**src/rtl/freq_window_monitor.sv**
```systemverilog
// freq_window_monitor
//   Qualifies each accepted frequency measurement against an inclusive
//   [lo_thr, hi_thr] window. A debounced lock/loss FSM tracks window status
//   and raises a sticky alarm on loss. Running min/max/sample-count
//   statistics are kept for software readback.
//
//   Optional build macro FREQ_MON_AVG_EN: the window test uses the 4-sample
//   moving average of accepted samples and the freq_avg output is added.
//
// Ports
//   ref_clk      sole clock, rising edge
//   rst_         asynchronous active-low reset
//   en           block enable; samples ignored when low
//   freq_valid   one-cycle strobe, freq holds a new measurement
//   freq         measured frequency (Hz)
//   lo_thr       inclusive lower bound
//   hi_thr       inclusive upper bound
//   clr          synchronous clear of alarm and statistics
//   in_range     window result of the last accepted sample
//   locked       high only in LOCKED state
//   alarm        sticky, set on entry to LOSS
//   fmin, fmax   smallest / largest accepted sample since reset/clr
//   sample_cnt   accepted samples since reset/clr, saturating
//   freq_avg     moving average of last 4 samples (FREQ_MON_AVG_EN only)
module freq_window_monitor #(
  parameter int W        = 32,
  parameter int LOCK_CNT = 4,
  parameter int LOSS_CNT = 2
) (
  input  logic         ref_clk,
  input  logic         rst_,
  input  logic         en,
  input  logic         freq_valid,
  input  logic [W-1:0] freq,
  input  logic [W-1:0] lo_thr,
  input  logic [W-1:0] hi_thr,
  input  logic         clr,
  output logic         in_range,
  output logic         locked,
  output logic         alarm,
  output logic [W-1:0] fmin,
  output logic [W-1:0] fmax,
  output logic [15:0]  sample_cnt
`ifdef FREQ_MON_AVG_EN
  ,
  output logic [W-1:0] freq_avg
`endif
);

  localparam logic [7:0] LOCK_C = LOCK_CNT[7:0];
  localparam logic [7:0] LOSS_C = LOSS_CNT[7:0];

  typedef enum logic [1:0] {
    S_UNLOCKED = 2'd0,
    S_ACQUIRE  = 2'd1,
    S_LOCKED   = 2'd2,
    S_LOSS     = 2'd3
  } state_t;

  function automatic logic in_window(input logic [W-1:0] v,
                                     input logic [W-1:0] lo,
                                     input logic [W-1:0] hi);
    // An inverted window (lo > hi) can never satisfy both bounds.
    return (v >= lo) && (v <= hi);
  endfunction

  logic         accept;
  logic         hit;

  state_t       state_q;
  logic [7:0]   good_cnt_q;
  logic [7:0]   bad_cnt_q;
  logic         in_range_q;
  logic         locked_q;
  logic         alarm_q;

  logic [W-1:0] fmin_q, fmin_d;
  logic [W-1:0] fmax_q, fmax_d;
  logic [15:0]  cnt_q, cnt_d;

  assign accept = en & freq_valid;

`ifdef FREQ_MON_AVG_EN
  // Three previous accepted samples; the current sample completes the four.
  logic [W-1:0] hist0_q, hist1_q, hist2_q;
  logic [1:0]   hist_cnt_q;
  logic [W-1:0] h0_eff, h1_eff, h2_eff;
  logic [W+1:0] sum;
  logic [W-1:0] avg;
  logic [W-1:0] freq_avg_q;

  always_comb begin
    // A same-cycle clr empties the history before this sample joins it.
    h0_eff = clr ? '0 : hist0_q;
    h1_eff = clr ? '0 : hist1_q;
    h2_eff = clr ? '0 : hist2_q;
    sum    = {2'b00, freq} + {2'b00, h0_eff} + {2'b00, h1_eff} + {2'b00, h2_eff};
    avg    = W'(sum >> 2);
    hit    = !clr && (hist_cnt_q == 2'd3) && in_window(avg, lo_thr, hi_thr);
  end

  always_ff @(posedge ref_clk or negedge rst_) begin
    if (!rst_) begin
      hist0_q    <= '0;
      hist1_q    <= '0;
      hist2_q    <= '0;
      hist_cnt_q <= '0;
      freq_avg_q <= '0;
    end else if (accept) begin
      hist0_q    <= freq;
      hist1_q    <= h0_eff;
      hist2_q    <= h1_eff;
      hist_cnt_q <= clr ? 2'd1 : ((hist_cnt_q == 2'd3) ? 2'd3 : hist_cnt_q + 2'd1);
      freq_avg_q <= avg;
    end else if (clr) begin
      hist0_q    <= '0;
      hist1_q    <= '0;
      hist2_q    <= '0;
      hist_cnt_q <= '0;
      freq_avg_q <= '0;
    end
  end

  assign freq_avg = freq_avg_q;
`else
  assign hit = in_window(freq, lo_thr, hi_thr);
`endif

  // Lock/loss FSM with registered status outputs.
  always_ff @(posedge ref_clk or negedge rst_) begin
    if (!rst_) begin
      state_q    <= S_UNLOCKED;
      good_cnt_q <= '0;
      bad_cnt_q  <= '0;
      in_range_q <= 1'b0;
      locked_q   <= 1'b0;
      alarm_q    <= 1'b0;
    end else begin
      if (clr) alarm_q <= 1'b0;
      if (accept) begin
        in_range_q <= hit;
        case (state_q)
          S_UNLOCKED, S_LOSS: begin
            if (hit) begin
              if (LOCK_C == 8'd1) begin
                state_q    <= S_LOCKED;
                good_cnt_q <= '0;
                bad_cnt_q  <= '0;
                locked_q   <= 1'b1;
              end else begin
                state_q    <= S_ACQUIRE;
                good_cnt_q <= 8'd1;
              end
            end
          end
          S_ACQUIRE: begin
            if (hit) begin
              if (good_cnt_q + 8'd1 == LOCK_C) begin
                state_q    <= S_LOCKED;
                good_cnt_q <= '0;
                bad_cnt_q  <= '0;
                locked_q   <= 1'b1;
              end else begin
                good_cnt_q <= good_cnt_q + 8'd1;
              end
            end else begin
              state_q    <= S_UNLOCKED;
              good_cnt_q <= '0;
            end
          end
          S_LOCKED: begin
            if (hit) begin
              bad_cnt_q <= '0;
            end else if (bad_cnt_q + 8'd1 == LOSS_C) begin
              state_q   <= S_LOSS;
              bad_cnt_q <= '0;
              locked_q  <= 1'b0;
              // Overrides a same-cycle clr: the loss event is newer.
              alarm_q   <= 1'b1;
            end else begin
              bad_cnt_q <= bad_cnt_q + 8'd1;
            end
          end
          default: state_q <= S_UNLOCKED;
        endcase
      end
    end
  end

  // Statistics: a same-cycle clr restarts from the cleared values so the
  // result reflects only the current sample.
  always_comb begin
    fmin_d = clr ? '1 : fmin_q;
    fmax_d = clr ? '0 : fmax_q;
    cnt_d  = clr ? '0 : cnt_q;
    if (accept) begin
      if (freq < fmin_d) fmin_d = freq;
      if (freq > fmax_d) fmax_d = freq;
      if (cnt_d != 16'hFFFF) cnt_d = cnt_d + 16'd1;
    end
  end

  always_ff @(posedge ref_clk or negedge rst_) begin
    if (!rst_) begin
      fmin_q <= '1;
      fmax_q <= '0;
      cnt_q  <= '0;
    end else begin
      fmin_q <= fmin_d;
      fmax_q <= fmax_d;
      cnt_q  <= cnt_d;
    end
  end

  assign in_range   = in_range_q;
  assign locked     = locked_q;
  assign alarm      = alarm_q;
  assign fmin       = fmin_q;
  assign fmax       = fmax_q;
  assign sample_cnt = cnt_q;

endmodule
```
**config.mk**
```make
export PLATFORM = sky130hd
export DESIGN_NAME = freq_window_monitor
export DESIGN_NICKNAME = d
export VERILOG_FILES = /design/src/rtl/freq_window_monitor.sv
export SDC_FILE = /design/constraint.sdc
export NUM_CORES = 1
export LEC_CHECK = 0
export CORE_MARGIN = 2
export CORE_UTILIZATION = 40
export CTS_BUF_LIST = sky130_fd_sc_hd__clkbuf_2 sky130_fd_sc_hd__clkbuf_4 sky130_fd_sc_hd__clkbuf_8
export CTS_CLUSTER_DIAMETER = 100
export DETAILED_ROUTE_END_ITERATION = 10
export PLACE_DENSITY = 0.77
export SYNTH_ARGS = -nofsm -noshare
export SYNTH_HDL_FRONTEND = slang
export SYNTH_SLANG_ARGS = --single-unit
```
**constraint.sdc**
```tcl
create_clock -name ref_clk -period 3.8 [get_ports ref_clk]
set_clock_uncertainty 0.2 [all_clocks]
set_input_delay 1.14 -clock ref_clk [delete_from_list [all_inputs] [get_ports ref_clk]]
set_output_delay 1.14 -clock ref_clk [all_outputs]
set_load 0.01 [all_outputs]
```
==> impl_results.md, run 1 <==
* Status: finished, final reports clean
* Critical path, cell by cell: clkdlybuf4s50_1 -> inv_1 -> ha_1 -> nand4_2 -> nor2_1 -> a221o_1 -> o31ai_4 -> a21boi_4 -> buf_4 -> or4_1 -> o221ai_1
* Final number of hold-violating endpoints at 0
* Synth area leaders: dfrtp_1 22%, ha_1 21%, dfstp_2 11%, mux2i_1 8.5%, inv_1 5.5%
* Drt wl/cell at 16.5 µm
* Final Net Count at 1388
* Area of the multi-input gates at 4960 µm²
* Final cell count without fillers at 1422
* CP arrival at 3.82 ns
* Period utilization at 0.979
* First-pass GRT wire length at 37500 µm
* Number of global-route vias before repair at 7582
* Crit end category: register
* Core Region at a little under 20000 µm²
* Synth top area share at 0.218
* Met1 Usage GRT at 0.291
* Post-synth net total at 1092
* Top FF cell, synth: dfrtp_1
* Via/cell ratio at approximately 5.2
* Max VDD drop at 0.169 mV
* GR peak layer: met2
* Post-synth ARST share at 1.00
* Max incr delay on CP at 0.49 ns
* Die Height at ~140 µm
* I/O Pins at 184
* # H-tree levels at 3
* Fmax at 269 MHz
* Number of max-cap violations at 0
* Num rows at just over 50
* Cts hold-fix bufs at 0
* Commonest cells after routing, fill and taps aside: 173 x clkdlybuf4s50_1, 134 x ha_1, 116 x inv_1
* Synth Warn # at 0
* Simple-gate share of the synthesized area at 0.156
* Yosys reg bits at 101
* Port bufs at 183
* Hold Path Depth at 2
* CTS Root Cell: clkbuf_8
* Synth Area in Compound Gates at 0.129
* Initial antenna violation count at 0
* Hold Crit Class: reg2reg
* Gpl congestion at ~0.9
* Clk Latency, worst-skew pair at 0.39 ns
* CP Max Fanout at 4
* DR pass1 iterations at 5
* FF+latch area at 2570 µm²
* Final Critical Period at 3.72 ns
* M3 GR Usage at 0.0500
* Distinct cells, synth at 64
* Overflow left after global routing at 0
* Worst Setup Start Kind: input pin
* Reg-to-reg endpoint: state_q[1]
* Via Count at approximately 7.4k
* Worst-margin pin slew at ~0.59 ns
* CP max-delay cell: or4_1
* Hold Path End: in_range
* Number of synthesized flops with an enable pin at 0
* CTS Buf Count at 9
* Clock slew seen by the registers of the worst setup and hold paths at 0.09 ns
* Worst reg2reg setup slack at 0.69 ns
* Placed Cells at 1396
* Final Power at 3.43 mW
* Commonest non-fill, non-tap cell in the layout: clkdlybuf4s50_1
* XOR/XNOR Fraction of Synth Area at 0.0177
* GRT Util Overall at 0.227
* Wirelength, routed at 23500 µm
* Max-slew headroom at 0.604
* Post-synthesis area per instance at 9.26 µm²
* Required time of the critical path at 3.90 ns
* Main combinational cell family by area after synthesis: adder cells
* Adder-Cell Fraction of Synth Area at 0.213
* Syn Inst Count at 856
* R2r startpoint: bad_cnt_q[0]
* Met2 Usage GRT at 0.395
* Leak Pwr at 5.66 nW
* Max Slew Vio Count at 0
* Sequential share of the synthesized area at 0.324
* Hold path start: in_range
* Die area at 21000 µm²
* Mux contribution to synthesized area at 0.0903
* Clock sinks at 101
* CTS tree: yes
* Pwr/cell area at 302 nW/µm²
* Detailed placer's ending HPWL at 18700 µm
* Area grow syn2layout at 43.6%
* Largest net degree at the start of global routing at 61
* Final-report setup violation count at 0
* DRC viols at 0
* Reg2Reg Depth at 9
* CP Class: in2reg
* Yosys top cell by area: dfrtp_1
* Final-layout fill cell count at 1656
* Synthesized cell area at a little under 8000 µm²
* Starting Density at 0.407
* Ant. Diodes at 0
* Longest Clk Path Bufs at 2
* Share of cells above drive strength 1 at 0.186
* Antenna Nets Post-Route at 0
* Initial drt markers at 311
* Die X-Extent at 145 µm
cells by family after synthesis:
family | count (synthesis)
xor+xnor | 16
simple gates | 245
fa+ha+maj | 135
mux | 71
buf+inv | 138
flops | 101
compound gates | 150
critical path, delay by kind of cell:
kind	cells	cell delay, ns
AND/OR/NAND/NOR	3	0.70
AO/OA/AOI/OAI	4	1.02
buffers and inverters	3	0.65
adder cells (fa/ha/maj)	1	0.31
how the worst max path moves through the flow:
stage | startpoint | endpoint | slack (ns) | depth (start not counted)
4_1_cts | freq[25] | bad_cnt_q[6] | 0.01 | 11
3_3_place_gp | freq[27] | state_q[1] | -0.49 | 10
5_1_grt | hi_thr[6] | bad_cnt_q[6] | -0.03 | 13
2_1_floorplan | clr | fmax[10] | -0.02 | 13
6_report | hi_thr[14] | good_cnt_q[2] | 0.08 | 11
3_5_place_dp | freq[27] | state_q[1] | -0.56 | 10
Yosys cell counts, types with 5 or more instances:
| master | instances |
|---|---|
| ha_1 | 135 |
| inv_1 | 117 |
| nand2_1 | 75 |
| dfrtp_1 | 69 |
| mux2i_1 | 67 |
| nor2_1 | 59 |
| a21oi_1 | 46 |
| dfstp_2 | 32 |
| o21ai_0 | 27 |
| nand3_1 | 24 |
| nand4_1 | 20 |
| a21o_1 | 18 |
| nor2b_1 | 13 |
| o211ai_1 | 12 |
| clkbuf_1 | 11 |
| nor3_1 | 11 |
| o221ai_1 | 9 |
| xor2_1 | 9 |
| and3_1 | 7 |
| xnor2_1 | 7 |
| and4_1 | 5 |
| buf_2 | 5 |
registers in the layout (all words and copies together), names as in the netlist:
signal      count
fmax           32
fmin           32
sample_cnt     16
bad_cnt_q       8
good_cnt_q      8
state_q         2
alarm           1
in_range        1
locked          1
power breakdown:
part           internal (mW)  switching (mW)  leakage, nW
sequential              1.24           0.147         1.23
combinational          0.657           0.663         4.33
clock                  0.336           0.393        0.103
total                   2.23            1.20         5.66
routing by layer:
layer / share of wire / wire length, µm / vias up
li1: - / - / 3619
met1: 0.45 / 10600 / 3591
met2: 0.48 / 11300 / 206
met3: 0.050 / 1170 / 25
met4: 0.016 / 387 / 0
met5: 0 / 0 / -
timing repair:
item	CTS	global route
pin swaps	2	12
setup endpoints to repair	26	83
gates resized for setup	2	40
setup buffers	4	4
gates cloned	0	2
final cells by class:
cell class,count,area share
Sequential cell,101,0.226
Clock buffer,12,0.0134
Tap cell,265,0.0291
Multi-Input combinational cell,617,0.436
Inverter,118,0.0389
Clock inverter,4,0.00418
Timing Repair Buffer,305,0.253
through the flow:
stage                     hold WS (ns)  setup TNS (ns)  utilization  cell area [µm²]  setup slack [ns]
after global routing             0.337         -0.0560        0.585            11400           -0.0252
after floorplan                  0.285          -0.573            -             7930           -0.0191
after CTS                        0.302               0        0.574            11200            0.0148
final                            0.301               0        0.585            11400            0.0783
after detailed placement         0.282          -33.37        0.560            10900            -0.562
after global placement           0.271          -31.85        0.560            10900            -0.495
Note: power is estimated with default switching activity, not from simulation.
==> inputs of run 2 (changes only) <==
ABC_AREA = 1   (was default)
CELL_PAD_IN_SITES_DETAIL_PLACEMENT = 0   (was default)
CELL_PAD_IN_SITES_GLOBAL_PLACEMENT = 1   (was default)
CORE_ASPECT_RATIO = 0.6   (was default)
CORE_UTILIZATION = 38   (was 40)
PLACE_DENSITY = 0.94   (was 0.77)
==> run 2 against run 1 <==
Compared with the run above:
- register-to-register slack better by 0.55 ns
- maximum frequency up 4.3%
- non-clock buffer count down 49
- worst setup slack better by 0.15 ns
- routed wire length up 11%
- combinational power down 9.8%
- via count up 10%
- global-route usage up 0.26 points
- largest power group unchanged
- highest routed layer unchanged
==> impl_results.md, run 2 <==
* Required time of the critical path at 3.90 ns
* Antenna Nets Post-Route at 0
* Yosys reg bits at 101
* Critical path, cell by cell: clkdlybuf4s50_1 -> buf_4 -> ha_1 -> nand2_1 -> nor2_1 -> nand4_1 -> nor2_1 -> nand2_1 -> nand2_2 -> nand2_2 -> nand2_1 -> nand3_2 -> buf_12 -> nand2_1 -> o21ai_2
* Int Pwr at 2.14 mW
* Post-synth ARST share at 1.00
* Sequential share of the synthesized area at 0.307
* Commonest cells after routing, fill and taps aside: 275 x nand2_1, 181 x clkdlybuf4s50_1, 150 x inv_1
* Synth area leaders: dfrtp_1 21%, ha_1 20%, nand2_1 12%, dfstp_2 10%, inv_1 6.7%
* Period utilization at 0.939
* Hold slack at 0.322 ns
* CP max-delay cell: clkdlybuf4s50_1
* Detailed placer's ending HPWL at 20600 µm
* DR pass1 iterations at 6
* Clock slew seen by the registers of the worst setup and hold paths at ~0.10 ns
* Starting Density at 0.392
* Die Height at 119 µm
* Ant. Diodes at 0
* Final Power at 3.29 mW
* Via Count at 8195
* Delay-heaviest family, CP: simple AND/OR/NAND/NOR gates
* Die X-Extent at slightly below 200 µm
* Final-report setup violation count at 0
* Status: finished, final reports clean
* Area grow syn2layout at 34.4%
* Leak Pwr at 5.67 nW
* Pwr/cell area at 293 nW/µm²
* Number of synthesized flops with an enable pin at 0
* CTS Buf Count at 9
* Most frequent cells after synthesis: 275 x nand2_1, 150 x inv_1, 135 x ha_1
* Post-synth net total at 1353
* Final number of hold-violating endpoints at 0
* Top-count cell post-synth: nand2_1
* Final Critical Period at 3.57 ns
* Clk Latency, worst-skew pair at 0.40 ns
* Largest net degree at the start of global routing at 55
* Overflow left after global routing at 0
* CTS tree: yes
* Clock power frac at 0.245
* Drt wl/cell at about 16 µm
* Logic pwr share at 0.361
* Number of global-route vias before repair at about 8k
* Post-CTS Setup Bufs at 0
* DRC viols at 0
* Net switching power at 1.15 mW
* Commonest non-fill, non-tap cell in the layout: nand2_1
* Via/cell ratio at around 5.0
* CTS Root Cell: clkbuf_8
* Clock sinks at 101
* CP arrival at 3.67 ns
* Max VDD drop at about 0.18 mV
* First-pass GRT wire length at 42200 µm
* Synth top area share at 0.207
* Max Slew Vio Count at 0
* Port bufs at 183
* Post-synthesis area per instance at around 7.5 µm²
* Max-slew headroom at 0.676
* Core Region at 21300 µm²
* Worst Setup Start Kind: input pin
* GRT Util Overall at 0.230
* Worst Path Buf+Inv at 3
* Top FF cell, synth: dfrtp_1
* Number of max-cap violations at 0
* Crit end category: register
* Longest Clk Path Bufs at 2
* RSZ-0062 raised after global routing: false
* Initial drt markers at around 750
* Worst-margin pin slew at 0.482 ns
* # H-tree levels at 3
* Yosys top cell by area: dfrtp_1
* Gpl congestion at 0.899
* Sw Ratio at 0.349
* Hold Crit Class: reg2reg
* CP Max Fanout at 16
* Max incr delay on CP at slightly above 0.5 ns
* CP Class: in2reg
* Distinct cells, synth at 42
* Synthesized cell area at 8350 µm²
* Die area at 23200 µm²
* Synth Warn # at 0
* Num rows at 41
* Register share of total power at 0.394
* Final Net Count at roughly 1.6k
* Fmax at 280 MHz
* I/O Pins at 184
* Initial antenna violation count at 0
* Share of cells above drive strength 1 at 0.121
* Top cell by count, worst path: nand2_1
* Syn Inst Count at 1117
* Wirelength, routed at roughly 26000 µm
## run 2: cell count changes after synthesis, moves of 9 or more
cell / previous run / this run
a21o_1: 18 / 2
a21oi_1: 46 / 61
clkbuf_1: 11 / 21
inv_1: 117 / 150
mux2i_1: 67 / 0
nand2_1: 75 / 275
nand3_1: 24 / 95
nor2_1: 59 / 88
nor2b_1: 13 / 1
o211ai_1: 12 / 1
o21ai_0: 27 / 51
o21ai_1: 1 / 12
o21ai_2: 1 / 10
xor2_1: 9 / 23
## run 2: cell families (layout without fill, tap and decap cells)
| logic type | count (synthesis) | after routing | share of synthesized area |
|---|---|---|---|
| buffers and inverters | 188 | 425 | 0.0921 |
| adders and majority gates | 135 | 135 | 0.202 |
| and+or+nand+nor | 512 | 512 | 0.266 |
| xor gates and xnor gates | 26 | 26 | 0.0273 |
| DFF | 101 | 101 | 0.307 |
| AOI/OAI and AO/OA | 155 | 155 | 0.105 |
## run 2: repair_timing
| action | CTS | global route |
|---|---|---|
| gates resized for setup | 0 | 1 |
| hold buffers | 0 | 0 |
| endpoints found under the setup margin | 0 | 1 |
## run 2: cell type report
| cell class | count | area, µm² |
|---|---|---|
| clock buffer | 10 | 138 |
| clock inverter | 6 | 86.3 |
| fill | 1986 | 10100 |
| inverter | 153 | 574 |
| multi-input combinational | 828 | 5030 |
| sequential | 101 | 2570 |
| tap | 279 | 349 |
| timing repair buffer | 256 | 2480 |
## run 2: final timing paths
path / from / to / slack [ns] / depth (start not counted)
worst min register to register: in_range / in_range / 0.32 / 1
max in group asynchronous: rst_ / fmin[19] / 2.15 / 2
worst max register to register: sample_cnt[0] / sample_cnt[14] / 1.24 / 13
worst min-delay path: in_range / in_range / 0.32 / 1
worst max-delay path: freq[7] / bad_cnt_q[3] / 0.23 / 15
min in group asynchronous: rst_ / fmax[25] / 0.46 / 1
## run 2: through the flow
| step | std cells | instance area [µm²] | setup TNS, ns | worst slack (ns) | util |
|---|---|---|---|---|---|
| floorplan | 1117 | 8350 | 0 | 0.192 | - |
| global placement | 1617 | 11000 | -3.64 | -0.141 | 0.517 |
| detailed placement | 1617 | 11000 | -4.80 | -0.184 | 0.517 |
| CTS | 1633 | 11200 | 0 | 0.249 | 0.527 |
| global route | 1633 | 11200 | 0 | 0.0316 | 0.527 |
| finish | 1633 | 11200 | 0 | 0.230 | 0.527 |
## run 2: routing by layer
| layer | global-route usage | wire length (µm) | part of all wire | up-vias |
|---|---|---|---|---|
| li1 | - | - | - | 4117 |
| met1 | 0.350 | 13300 | 0.51 | 3780 |
| met2 | 0.326 | 10200 | 0.39 | 275 |
| met3 | 0.0603 | 2260 | 0.087 | 23 |
| met4 | 0.0391 | 299 | 0.011 | 0 |
| met5 | 0 | 0 | 0 | - |
## run 2: power by group through the flow
| stage | registers (mW) | clock network (mW) | logic [mW] |
|---|---|---|---|
| 2_1_floorplan | 1.33 | 0 | 0.578 |
| 5_1_grt | 1.31 | 0.865 | 1.33 |
| 3_3_place_gp | 1.31 | 0 | 1.16 |
| 6_report | 1.30 | 0.808 | 1.19 |
| 3_5_place_dp | 1.31 | 0 | 1.19 |
| 4_1_cts | 1.30 | 0.834 | 1.19 |
